File: src/rtl/station_pkg.sv
// Shared state codes, operator-panel event codes and sizing helpers for the
// station dispatcher. Optional emergency stop is enabled by the macro
// STATION_DISPATCH_ESTOP_EN.
package station_pkg;

  // Platform sequencing states
  localparam logic [2:0] ST_IDLE   = 3'd0;
  localparam logic [2:0] ST_ARRIVE = 3'd1;
  localparam logic [2:0] ST_OPEN   = 3'd2;
  localparam logic [2:0] ST_DWELL  = 3'd3;
  localparam logic [2:0] ST_CLOSE  = 3'd4;
  localparam logic [2:0] ST_DEPART = 3'd5;

  // Operator panel event codes
  localparam logic [3:0] EV_GOTOWORK    = 4'b0000;
  localparam logic [3:0] EV_STOPWORK    = 4'b0001;
  localparam logic [3:0] EV_GOTOST      = 4'b0010;
  localparam logic [3:0] EV_WAIT        = 4'b0011;
  localparam logic [3:0] EV_DRSOPEN     = 4'b0100;
  localparam logic [3:0] EV_DRSCNTOPEN  = 4'b0101;
  localparam logic [3:0] EV_DRSCLOSE    = 4'b0110;
  localparam logic [3:0] EV_DRSCNTCLOSE = 4'b0111;
  localparam logic [3:0] EV_SMTHWRONG   = 4'b1000;

  function automatic int unsigned max_u(input int unsigned a, input int unsigned b);
    return (a > b) ? a : b;
  endfunction

  // Index width that stays at least one bit wide for a single requester
  function automatic int unsigned idx_w(input int unsigned n);
    return (n > 1) ? $clog2(n) : 1;
  endfunction

endpackage

File: src/rtl/rr_arbiter.sv
// Round-robin arbiter: combinational pick of the first request at or after
// the pointer (wrapping), pointer advanced past the served index on i_adv.
module rr_arbiter
  import station_pkg::*;
#(
  parameter int unsigned N = 4
) (
  input  logic                  clk,
  input  logic                  reset,
  input  logic [N-1:0]          i_req,
  input  logic                  i_adv,
  input  logic [idx_w(N)-1:0]   i_adv_idx,
  output logic [N-1:0]          o_pick_c,
  output logic [idx_w(N)-1:0]   o_pick_idx_c,
  output logic                  o_any_c
);

  localparam int unsigned IW = idx_w(N);

  logic [IW-1:0] r_ptr;
  logic [IW-1:0] w_j;

  // Priority scan starting at the pointer, wrapping modulo N
  always_comb begin
    o_pick_c     = '0;
    o_pick_idx_c = '0;
    o_any_c      = 1'b0;
    w_j          = '0;
    for (int unsigned k = 0; k < N; k++) begin
      w_j = IW'((32'(r_ptr) + k) % N);
      if (!o_any_c && i_req[w_j]) begin
        o_any_c      = 1'b1;
        o_pick_idx_c = w_j;
        o_pick_c     = N'(1) << w_j;
      end
    end
  end

  // Pointer moves to the slot after the train that just departed
  always_ff @(posedge clk) begin
    if (reset) begin
      r_ptr <= '0;
    end else if (i_adv) begin
      r_ptr <= (32'(i_adv_idx) == (N - 1)) ? '0 : i_adv_idx + IW'(1);
    end
  end

endmodule

File: src/rtl/station_dispatcher.sv
// Station dispatcher: grants the shared platform round-robin and walks the
// granted train through arrive / open / dwell / close / depart, reporting
// event codes to the operator panel. Macro STATION_DISPATCH_ESTOP_EN adds an
// emergency-stop input that zeroes ctrl and freezes the sequence in place.
module station_dispatcher
  import station_pkg::*;
#(
  parameter int unsigned NUM_TRAINS = 4,
  parameter int unsigned TRAVEL_CYC = 8,
  parameter int unsigned DWELL_CYC  = 16,
  parameter int unsigned MAX_RETRY  = 3
) (
  input  logic                  clk,
  input  logic                  reset,
  input  logic [NUM_TRAINS-1:0] req,
  input  logic                  drs_ok,
  input  logic                  mng,
`ifdef STATION_DISPATCH_ESTOP_EN
  input  logic                  estop,
`endif
  output logic [NUM_TRAINS-1:0] ctrl,
  output logic [NUM_TRAINS-1:0] grant,
  output logic                  busy,
  output logic [3:0]            evnt,
  output logic                  fault
);

  localparam int unsigned CW  = $clog2(max_u(TRAVEL_CYC, DWELL_CYC) + 1);
  localparam int unsigned RW  = $clog2(MAX_RETRY + 1);
  localparam int unsigned GIW = idx_w(NUM_TRAINS);

  logic [2:0]            r_state, w_state_nxt;
  logic [CW-1:0]         r_cnt, w_cnt_nxt;
  logic [RW-1:0]         r_retry, w_retry_nxt;
  logic                  r_phase, w_phase_nxt;
  logic [NUM_TRAINS-1:0] r_grant, w_grant_nxt;
  logic [GIW-1:0]        r_gidx, w_gidx_nxt;
  logic [NUM_TRAINS-1:0] r_ctrl, w_ctrl_nxt;
  logic [3:0]            r_evnt, w_evnt_nxt;
  logic                  r_fault, w_fault_nxt;
  logic                  r_busy, w_busy_nxt;
  logic                  w_adv;
  logic [NUM_TRAINS-1:0] w_pick;
  logic [GIW-1:0]        w_pick_idx;
  logic                  w_any;

  rr_arbiter #(.N(NUM_TRAINS)) u_arb (
    .clk          (clk),
    .reset        (reset),
    .i_req        (req),
    .i_adv        (w_adv),
    .i_adv_idx    (r_gidx),
    .o_pick_c     (w_pick),
    .o_pick_idx_c (w_pick_idx),
    .o_any_c      (w_any)
  );

  // Next-state and next-output decode; ctrl is zero unless a state drives it
  always_comb begin
    w_state_nxt = r_state;
    w_cnt_nxt   = r_cnt;
    w_retry_nxt = r_retry;
    w_phase_nxt = r_phase;
    w_grant_nxt = r_grant;
    w_gidx_nxt  = r_gidx;
    w_ctrl_nxt  = '0;
    w_evnt_nxt  = r_evnt;
    w_fault_nxt = r_fault;
    w_adv       = 1'b0;

    case (r_state)
      ST_IDLE: begin
        if (r_fault) begin
          w_evnt_nxt = EV_SMTHWRONG;
        end else if (mng && w_any) begin
          w_state_nxt = ST_ARRIVE;
          w_grant_nxt = w_pick;
          w_gidx_nxt  = w_pick_idx;
          w_ctrl_nxt  = w_pick;
          w_cnt_nxt   = CW'(TRAVEL_CYC - 1);
          w_evnt_nxt  = EV_GOTOWORK;
        end else begin
          w_evnt_nxt = EV_STOPWORK;
        end
      end
      ST_ARRIVE: begin
        if (r_cnt != '0) begin
          w_cnt_nxt  = r_cnt - CW'(1);
          w_ctrl_nxt = r_grant;
          w_evnt_nxt = EV_GOTOWORK;
        end else begin
          w_state_nxt = ST_OPEN;
          w_evnt_nxt  = EV_GOTOST;
        end
      end
      ST_OPEN: begin
        if (drs_ok) begin
          w_state_nxt = ST_DWELL;
          w_cnt_nxt   = CW'(DWELL_CYC - 1);
          w_evnt_nxt  = EV_DRSOPEN;
        end else begin
          w_evnt_nxt = EV_DRSCNTOPEN;
        end
      end
      ST_DWELL: begin
        w_evnt_nxt = EV_WAIT;
        if (r_cnt != '0) begin
          w_cnt_nxt = r_cnt - CW'(1);
        end else begin
          w_state_nxt = ST_CLOSE;
          w_retry_nxt = '0;
          w_phase_nxt = 1'b0;
          w_ctrl_nxt  = r_grant;
        end
      end
      ST_CLOSE: begin
        if (!r_phase) begin
          // Pulse cycle done; sample the sensor on the next cycle
          w_phase_nxt = 1'b1;
          w_evnt_nxt  = (r_retry == '0) ? EV_WAIT : EV_DRSCNTCLOSE;
        end else if (drs_ok) begin
          w_state_nxt = ST_DEPART;
          w_cnt_nxt   = CW'(TRAVEL_CYC - 1);
          w_ctrl_nxt  = r_grant;
          w_evnt_nxt  = EV_DRSCLOSE;
        end else begin
          w_retry_nxt = r_retry + RW'(1);
          w_evnt_nxt  = EV_DRSCNTCLOSE;
          if ((32'(r_retry) + 32'd1) < MAX_RETRY) begin
            w_phase_nxt = 1'b0;
            w_ctrl_nxt  = r_grant;
          end else begin
            w_fault_nxt = 1'b1;
            w_evnt_nxt  = EV_SMTHWRONG;
            w_state_nxt = ST_IDLE;
            w_grant_nxt = '0;
          end
        end
      end
      ST_DEPART: begin
        if (r_cnt != '0) begin
          w_cnt_nxt  = r_cnt - CW'(1);
          w_ctrl_nxt = r_grant;
          w_evnt_nxt = EV_DRSCLOSE;
        end else begin
          w_state_nxt = ST_IDLE;
          w_grant_nxt = '0;
          w_adv       = 1'b1;
          w_evnt_nxt  = EV_STOPWORK;
        end
      end
      default: begin
        w_state_nxt = ST_IDLE;
        w_grant_nxt = '0;
      end
    endcase

`ifdef STATION_DISPATCH_ESTOP_EN
    // Emergency stop holds every sequencing register and drops all ctrl
    if (estop) begin
      w_state_nxt = r_state;
      w_cnt_nxt   = r_cnt;
      w_retry_nxt = r_retry;
      w_phase_nxt = r_phase;
      w_grant_nxt = r_grant;
      w_gidx_nxt  = r_gidx;
      w_fault_nxt = r_fault;
      w_ctrl_nxt  = '0;
      w_adv       = 1'b0;
      w_evnt_nxt  = EV_SMTHWRONG;
    end
`endif

    w_busy_nxt = (w_state_nxt != ST_IDLE);
  end

  // State and registered outputs
  always_ff @(posedge clk) begin
    if (reset) begin
      r_state <= ST_IDLE;
      r_cnt   <= '0;
      r_retry <= '0;
      r_phase <= 1'b0;
      r_grant <= '0;
      r_gidx  <= '0;
      r_ctrl  <= '0;
      r_evnt  <= EV_STOPWORK;
      r_fault <= 1'b0;
      r_busy  <= 1'b0;
    end else begin
      r_state <= w_state_nxt;
      r_cnt   <= w_cnt_nxt;
      r_retry <= w_retry_nxt;
      r_phase <= w_phase_nxt;
      r_grant <= w_grant_nxt;
      r_gidx  <= w_gidx_nxt;
      r_ctrl  <= w_ctrl_nxt;
      r_evnt  <= w_evnt_nxt;
      r_fault <= w_fault_nxt;
      r_busy  <= w_busy_nxt;
    end
  end

  assign ctrl  = r_ctrl;
  assign grant = r_grant;
  assign busy  = r_busy;
  assign evnt  = r_evnt;
  assign fault = r_fault;

endmodule

File: config.mk
export PLATFORM = sky130hd
export DESIGN_NAME = station_dispatcher
export DESIGN_NICKNAME = d
export VERILOG_FILES = /design/src/rtl/station_pkg.sv /design/src/rtl/rr_arbiter.sv /design/src/rtl/station_dispatcher.sv
export SDC_FILE = /design/constraint.sdc
export NUM_CORES = 1
export LEC_CHECK = 0
export ABC_AREA = 1
export ABC_CLOCK_PERIOD_IN_PS = 1900
export CAP_MARGIN = 20
export CORE_MARGIN = 8
export CORE_UTILIZATION = 57
export DETAILED_ROUTE_END_ITERATION = 10
export DONT_BUFFER_PORTS = 1
export PLACE_DENSITY_LB_ADDON = 0.3
export SLEW_MARGIN = 25
export SYNTH_ARGS = -nofsm -noshare
export SYNTH_HDL_FRONTEND = slang
export SYNTH_SLANG_ARGS = --single-unit
File: constraint.sdc
create_clock -name clk -period 1.9 [get_ports clk]
set_input_delay 0.38 -clock clk [delete_from_list [all_inputs] [get_ports clk]]
set_output_delay 0.38 -clock clk [all_outputs]
set_load 0.05 [all_outputs]
==> results.yml, run 1 <==
synth:
  syn_inst: 292
  ys_warn_count: 0
  synthArstFlopShare_pct: 0
  ys.flop_type: "dfxtp_1"
  postSynthAreaPerCell_um2: 7.02
  yosysUniqueCellTypes: 37
  yosysTopAreaCell: "dfxtp_1"
  syn_area_um2: 2050
  synth_edf_count: 0
  yosys-top-cells-area: "dfxtp_1, nand2_1, ha_1"
  yosys_register_bits: 29
  ys_seq_area_share_pct: 28.3
  synth_top_area_share_pct: 28.3
  syn_nets: 317
final_layout:
  nNetsFinal: 334
  utilization_pct: 68.4
  final_cell_mix: "nand2_1, inv_1, dfxtp_1"
  diodes: 0
  fillers: 288
  drive_above_1_share_pct: 19.0
  area_delta_synth_final_pct: 13.1
  layout_commonest_cell: "nand2_1"
power:
  power_density_nw_per_um2: 1230
  peakVddDrop_mv: 0.760
  combPwrFrac_pct: 47.7
  power.internal_mw: 1.46
  swShare_pct: 48.6
  p_leak_nw: 1.02
  finalPower_mw: 2.85
  clkPwrFrac_pct: 15.6
  switchingPower_mw: 1.38
  power_frac_seq_pct: 36.7
sta:
  relSlewSlack_pct: 60.4
  fin_crit_sh_pct: 93.8
  setup_violations: 0
  whs_ns: 0.0825
  min_period_ns: 1.78
  hold_viol: 0
  finClkSkew_ns: 0.0123
  postLayoutSetupSlackWorst_ns: 0.117
  fmax_ghz: 0.561
  finalMaxSlewViolations: 0
  worstMarginPinSlew_ns: 0.593
  tns_ns: 0
cts:
  clkTransAtPathRegs_ns: 0.10
  clock_path_buffers: 2
  cts_tree: "built"
  cts_made_buffers: 5
  worstSkewPairLatency_ns: 0.34
  cts.sinks: 29
  htree_num_levels: 2
  clockRootBuffer: "clkbuf_4"
setup_path:
  regToRegEndpoint: "busy"
  path_delay_family: "simple AND/OR/NAND/NOR gates"
  max_stage_delay_ns: 0.31
  required_ns: 2.13
  path_buf_inv: 3
  critPathLaunchType: "flop"
  arrival_ns: 2.01
  endpoint_kind: "flop"
  critPathMaxFanout: 5
  path_cells: "inv_1, ha_1, inv_1, nor3_4, nor2_1, a21oi_2, nand3_1, nand3_1, inv_1, nor2_1, o21ai_1"
  crit_top_cell: "inv_1"
  ff2ff_path_depth: 11
  reg2reg_slack_ns: 0.12
  slowest_stage: "dfxtp_1"
  regToRegStartpoint: "r_cnt[1]"
  crit_type: "flop to flop"
place:
  dp_slack_ns: 0.0518
  finalWeightedCongestion: 0.892
  dp_hpwl_mm: 3.52
  numPortBuffers: 0
global_route:
  grt_max_degree: 19
  overflow: 0
  grt.total_usage_pct: 16.4
  grt_pass1_wl_mm: 8.03
  grt_antenna_before_repair: 0
  grt_pass1_vias: 1780
die:
  num_rows: 21
  coreArea_um2: 3390
  die_w_um: 76.0
  dieArea_um2: 5770
  die_h_um: 76.0
  io_pins: 22
  initial_core_util_pct: 60.5
drt:
  ant_nets: 0
  drt-wirelength-per-cell_um: 13.7
  drt_iter0_markers: 201
  via_per_inst: 5.58
  drc: 0
  drt-total-wl_mm: 4.89
  dr.pass1.iters: 4
  vias: 1988
worst_hold_path:
  whs_endpoint: "grant[3]"
  hold_class: "primary input to flop"
  worstHoldPathCells: 1
  hp-start: "reset"
outcome:
  outcome: "finished, final reports clean"
run:
  maxCapViolCount: 0
==> power by group through the flow <==
| stage | Sequential [mW] | Clock [mW] | Combinational [mW] |
|---|---|---|---|
| 6_report | 1.05 | 0.445 | 1.36 |
| 4_1_cts | 1.04 | 0.451 | 1.25 |
| 5_1_grt | 1.07 | 0.477 | 1.52 |
| 3_5_place_dp | 1.05 | 0 | 1.24 |
| 2_1_floorplan | 1.02 | 0 | 0.950 |
| 3_3_place_gp | 1.05 | 0 | 1.23 |
==> repair_timing <==
action	in CTS	in global routing
hold buffers	0	0
setup endpoints to repair	0	19
gates resized for setup	0	12
endpoints found under the hold margin	0	0
setup buffers	0	2
==> Yosys cell counts, types with 2 or more instances <==
library cell  instances
nand2_4               3
xor2_1                2
a21oi_1              21
nand2_1              78
nor2_4                4
o21ai_1               5
nand3_2               2
clkbuf_1              3
ha_1                 17
nand3_1              17
nand2_2               6
a21boi_1              4
nor3_1                3
nor2_1               20
dfxtp_1              29
o211ai_1              2
inv_2                 2
inv_1                33
a211oi_1              2
o21ai_0              11
a21oi_2               4
nand4_1               9
==> final cells by class <==
cell class	instances	area (µm²)	share of cell area (%)
timing repair buffer	13	97.6	4.21
tap	46	57.6	2.48
sequential	29	583	25.2
clock buffer	7	65.1	2.81
inverter	36	138	5.94
clock inverter	1	5.00	0.216
multi-input combinational	224	1370	59.2
==> state kept, by name (all words and copies together), names as in the netlist <==
| signal | count |
|---|---|
| evnt | 4 |
| grant | 4 |
| r_phase | 1 |
| fault | 1 |
| ctrl | 4 |
| r_gidx | 2 |
| r_state | 3 |
| r_retry | 2 |
| r_cnt | 5 |
| busy | 1 |
| u_arb.r_ptr | 2 |
==> metal layers <==
layer / part of all wire, % / global-route usage (%) / up-vias
li1: - / - / 1008
met1: 46 / 21.2 / 901
met2: 44 / 24.1 / 74
met3: 9.7 / 6.49 / 5
met4: 1.2 / 5.10 / 0
met5: 0 / 0 / -
==> worst register-to-register path, stage by stage, from the launching register on <==
cell     delay [ns]
dfxtp_1        0.31
inv_1          0.11
ha_1           0.15
inv_1          0.08
nor3_4         0.29
nor2_1         0.12
a21oi_2        0.18
nand3_1        0.10
nand3_1        0.08
inv_1          0.07
nor2_1         0.10
o21ai_1        0.08
==> stage by stage <==
stage          instance area (µm²)  cells
6_report                      2320    356
5_1_grt                       2320    356
4_1_cts                       2250    354
3_5_place_dp                  2180    346
3_3_place_gp                  2180    346
2_1_floorplan                 2050    292
==> worst max-delay path by stage <==
stage                     depth (start not counted)  slack (ns)        to      startpoint
after floorplan                                  11       0.009  r_cnt[0]  u_arb.r_ptr[1]
after global placement                           11        0.08      busy        r_cnt[1]
after detailed placement                         10        0.05   ctrl[0]  u_arb.r_ptr[1]
after CTS                                        10        0.02   ctrl[0]  u_arb.r_ptr[1]
after global routing                              9       -0.03   ctrl[2]        r_cnt[1]
final                                            11        0.12      busy        r_cnt[1]
==> kinds of logic after synthesis <==
family / Yosys count / share of synthesized area, %
adders and majority gates: 17 / 10.4
xor gates and xnor gates: 3 / 1.28
DFF: 29 / 28.3
and+or+nand+nor: 149 / 36.6
AOI/OAI and AO/OA: 55 / 16.1
buffers and inverters: 39 / 7.27
No activity file was read; power rests on OpenSTA's default activity.
==> run 2, diff against run 1 <==
--- a/config.mk
+++ b/config.mk
@@ -8,8 +8,10 @@
 export ABC_AREA = 1
 export ABC_CLOCK_PERIOD_IN_PS = 1900
 export CAP_MARGIN = 20
+export CELL_PAD_IN_SITES_DETAIL_PLACEMENT = 2
+export CELL_PAD_IN_SITES_GLOBAL_PLACEMENT = 2
 export CORE_MARGIN = 8
-export CORE_UTILIZATION = 57
+export CORE_UTILIZATION = 32
 export DETAILED_ROUTE_END_ITERATION = 10
 export DONT_BUFFER_PORTS = 1
 export PLACE_DENSITY_LB_ADDON = 0.3
==> results.yml, run 2 (synthesized netlist as in run 1, its figures left out) <==
sta:
  fmax_ghz: 0.549
  whs_ns: 0.148
  hold_viol: 0
  rsz0062_at_grt: "true"
  min_period_ns: 1.82
  relSlewSlack_pct: 59.7
  setup_violations: 0
  finClkSkew_ns: 0.0101
  finalMaxSlewViolations: 0
  worstMarginPinSlew_ns: 0.603
  fin_crit_sh_pct: 95.9
cts:
  clkTransAtPathRegs_ns: 0.07
  clockRootBuffer: "clkbuf_8"
  worstSkewPairLatency_ns: 0.28
  clock_path_buffers: 2
  cts.sinks: 29
  cts_tree: "built"
  htree_num_levels: 2
  cts_made_buffers: 5
global_route:
  grt_pass1_wl_mm: 11.5
  grt.total_usage_pct: 16.0
  grt_pass1_vias: 2256
  grt_max_degree: 19
  overflow: 0
  grt_antenna_before_repair: 0
outcome:
  outcome: "finished, final reports clean"
final_layout:
  instances_no_fill: 399
  regMostFlops: "r_cnt"
  fillers: 745
  area_delta_synth_final_pct: 23.3
  layout_commonest_cell: "nand2_1"
  drive_above_1_share_pct: 24.5
  nNetsFinal: 346
  final_cell_mix: "nand2_1, inv_1, dfxtp_1"
  diodes: 0
  largest_reg_flops: 5
  multiInputGateArea_um2: 1410
  regArea_um2: 584
  utilization_pct: 40.2
die:
  die_w_um: 96.0
  num_rows: 29
  io_pins: 22
  initial_core_util_pct: 32.6
  dieArea_um2: 9220
  die_h_um: 96.0
  coreArea_um2: 6280
drt:
  dr.pass1.iters: 3
  top_layer: "met4"
  met3WireLength_um: 273
  met2_length_mm: 3.51
  ant_nets: 0
  drt-total-wl_mm: 7.02
  drc: 0
  met1_length_mm: 3.13
  via_per_inst: 5.14
  drt-wirelength-per-cell_um: 17.6
  vias: 2049
  drt_iter0_markers: 55
setup_path:
  regToRegStartpoint: "u_arb.r_ptr[1]"
  endpoint_kind: "flop"
  arrival_ns: 2.02
  critPathMaxFanout: 5
  critPathLaunchType: "flop"
  required_ns: 2.10
  regToRegEndpoint: "busy"
  reg2reg_slack_ns: 0.08
  ff2ff_path_depth: 11
  crit_type: "flop to flop"
worst_hold_path:
  worstHoldPathCells: 1
  whs_endpoint: "grant[0]"
  hold_class: "primary input to flop"
  hp-start: "reset"
place:
  finalWeightedCongestion: 0.804
  dp_hpwl_mm: 5.25
  placed_cells: 389
  numPortBuffers: 0
power:
  power_density_nw_per_um2: 1280
  p_leak_nw: 1.12
  peakVddDrop_mv: 0.549
run:
  maxCapViolCount: 0
## run 2: changes by cell type in the layout (fill, tap and decap cells not counted), moves of 4 or more
| cell | before | now |
|---|---|---|
| clkbuf_8 | 2 | 7 |
| nand3_2 | 1 | 5 |
| nand3_1 | 17 | 13 |
| buf_4 | 13 | 24 |
| clkbuf_4 | 5 | 0 |
## run 2: area by class of cell
class | instances | area share [%]
Multi-Input combinational cell | 224 | 55.9
Inverter | 36 | 5.45
Clock inverter | 1 | 0.198
Tap cell | 77 | 3.81
Timing Repair Buffer | 25 | 7.73
Clock buffer | 7 | 3.81
Sequential cell | 29 | 23.1
## run 2: through the flow
stage               total power, mW  setup TNS [ns]  instance area, µm²  setup WS [ns]
floorplan                      1.97               0                2050        0.00886
global placement               2.48               0                2310         0.0793
detailed placement             2.55         -0.0233                2310        -0.0213
CTS                            3.20               0                2440         0.0397
global route                   3.48         -0.0631                2530        -0.0259
finish                         3.24               0                2530         0.0772
## run 2: metal layers
metal  track usage, %  vias to the layer above
li1                 -                     1025
met4             4.10                        0
met5                0                        -
met3             3.74                        8
met1             18.6                      991
met2             28.6                       25
## run 2: repair_timing
item                       in CTS  in global routing
setup endpoints to repair      10                 13
hold buffers                    0                  0
pin swaps                       2                  5
hold endpoints to repair        0                  0
gates resized for setup         5                 19
cloned                          0                  0
setup buffers                   0                  2
## run 2: report_power, final
group / internal (mW) / switching, mW / total [mW]
combinational: 0.639 / 1.01 / 1.65
clock: 0.327 / 0.252 / 0.580
sequential: 0.749 / 0.263 / 1.01
total: 1.71 / 1.53 / 3.24
## run 2: worst max-delay path, cell delays in order (launching register included)
cell and delay (ns):
dfxtp_1 0.34, inv_1 0.08, ha_4 0.30, inv_2 0.06, nand3_1 0.09, nand2_2 0.09
nand4_4 0.11, nand2_4 0.08, nor3_4 0.21, buf_4 0.15, o21ai_2 0.06, o21ai_1 0.16
## run 2: worst max path at each step
stage	slack [ns]	cells after the start	to	startpoint
2_1_floorplan	0.009	11	r_cnt[0]	u_arb.r_ptr[1]
3_3_place_gp	0.08	12	grant[1]	u_arb.r_ptr[1]
3_5_place_dp	-0.02	12	grant[2]	u_arb.r_ptr[1]
4_1_cts	0.04	13	grant[0]	u_arb.r_ptr[1]
5_1_grt	-0.03	11	r_gidx[0]	u_arb.r_ptr[1]
6_report	0.08	11	busy	u_arb.r_ptr[1]
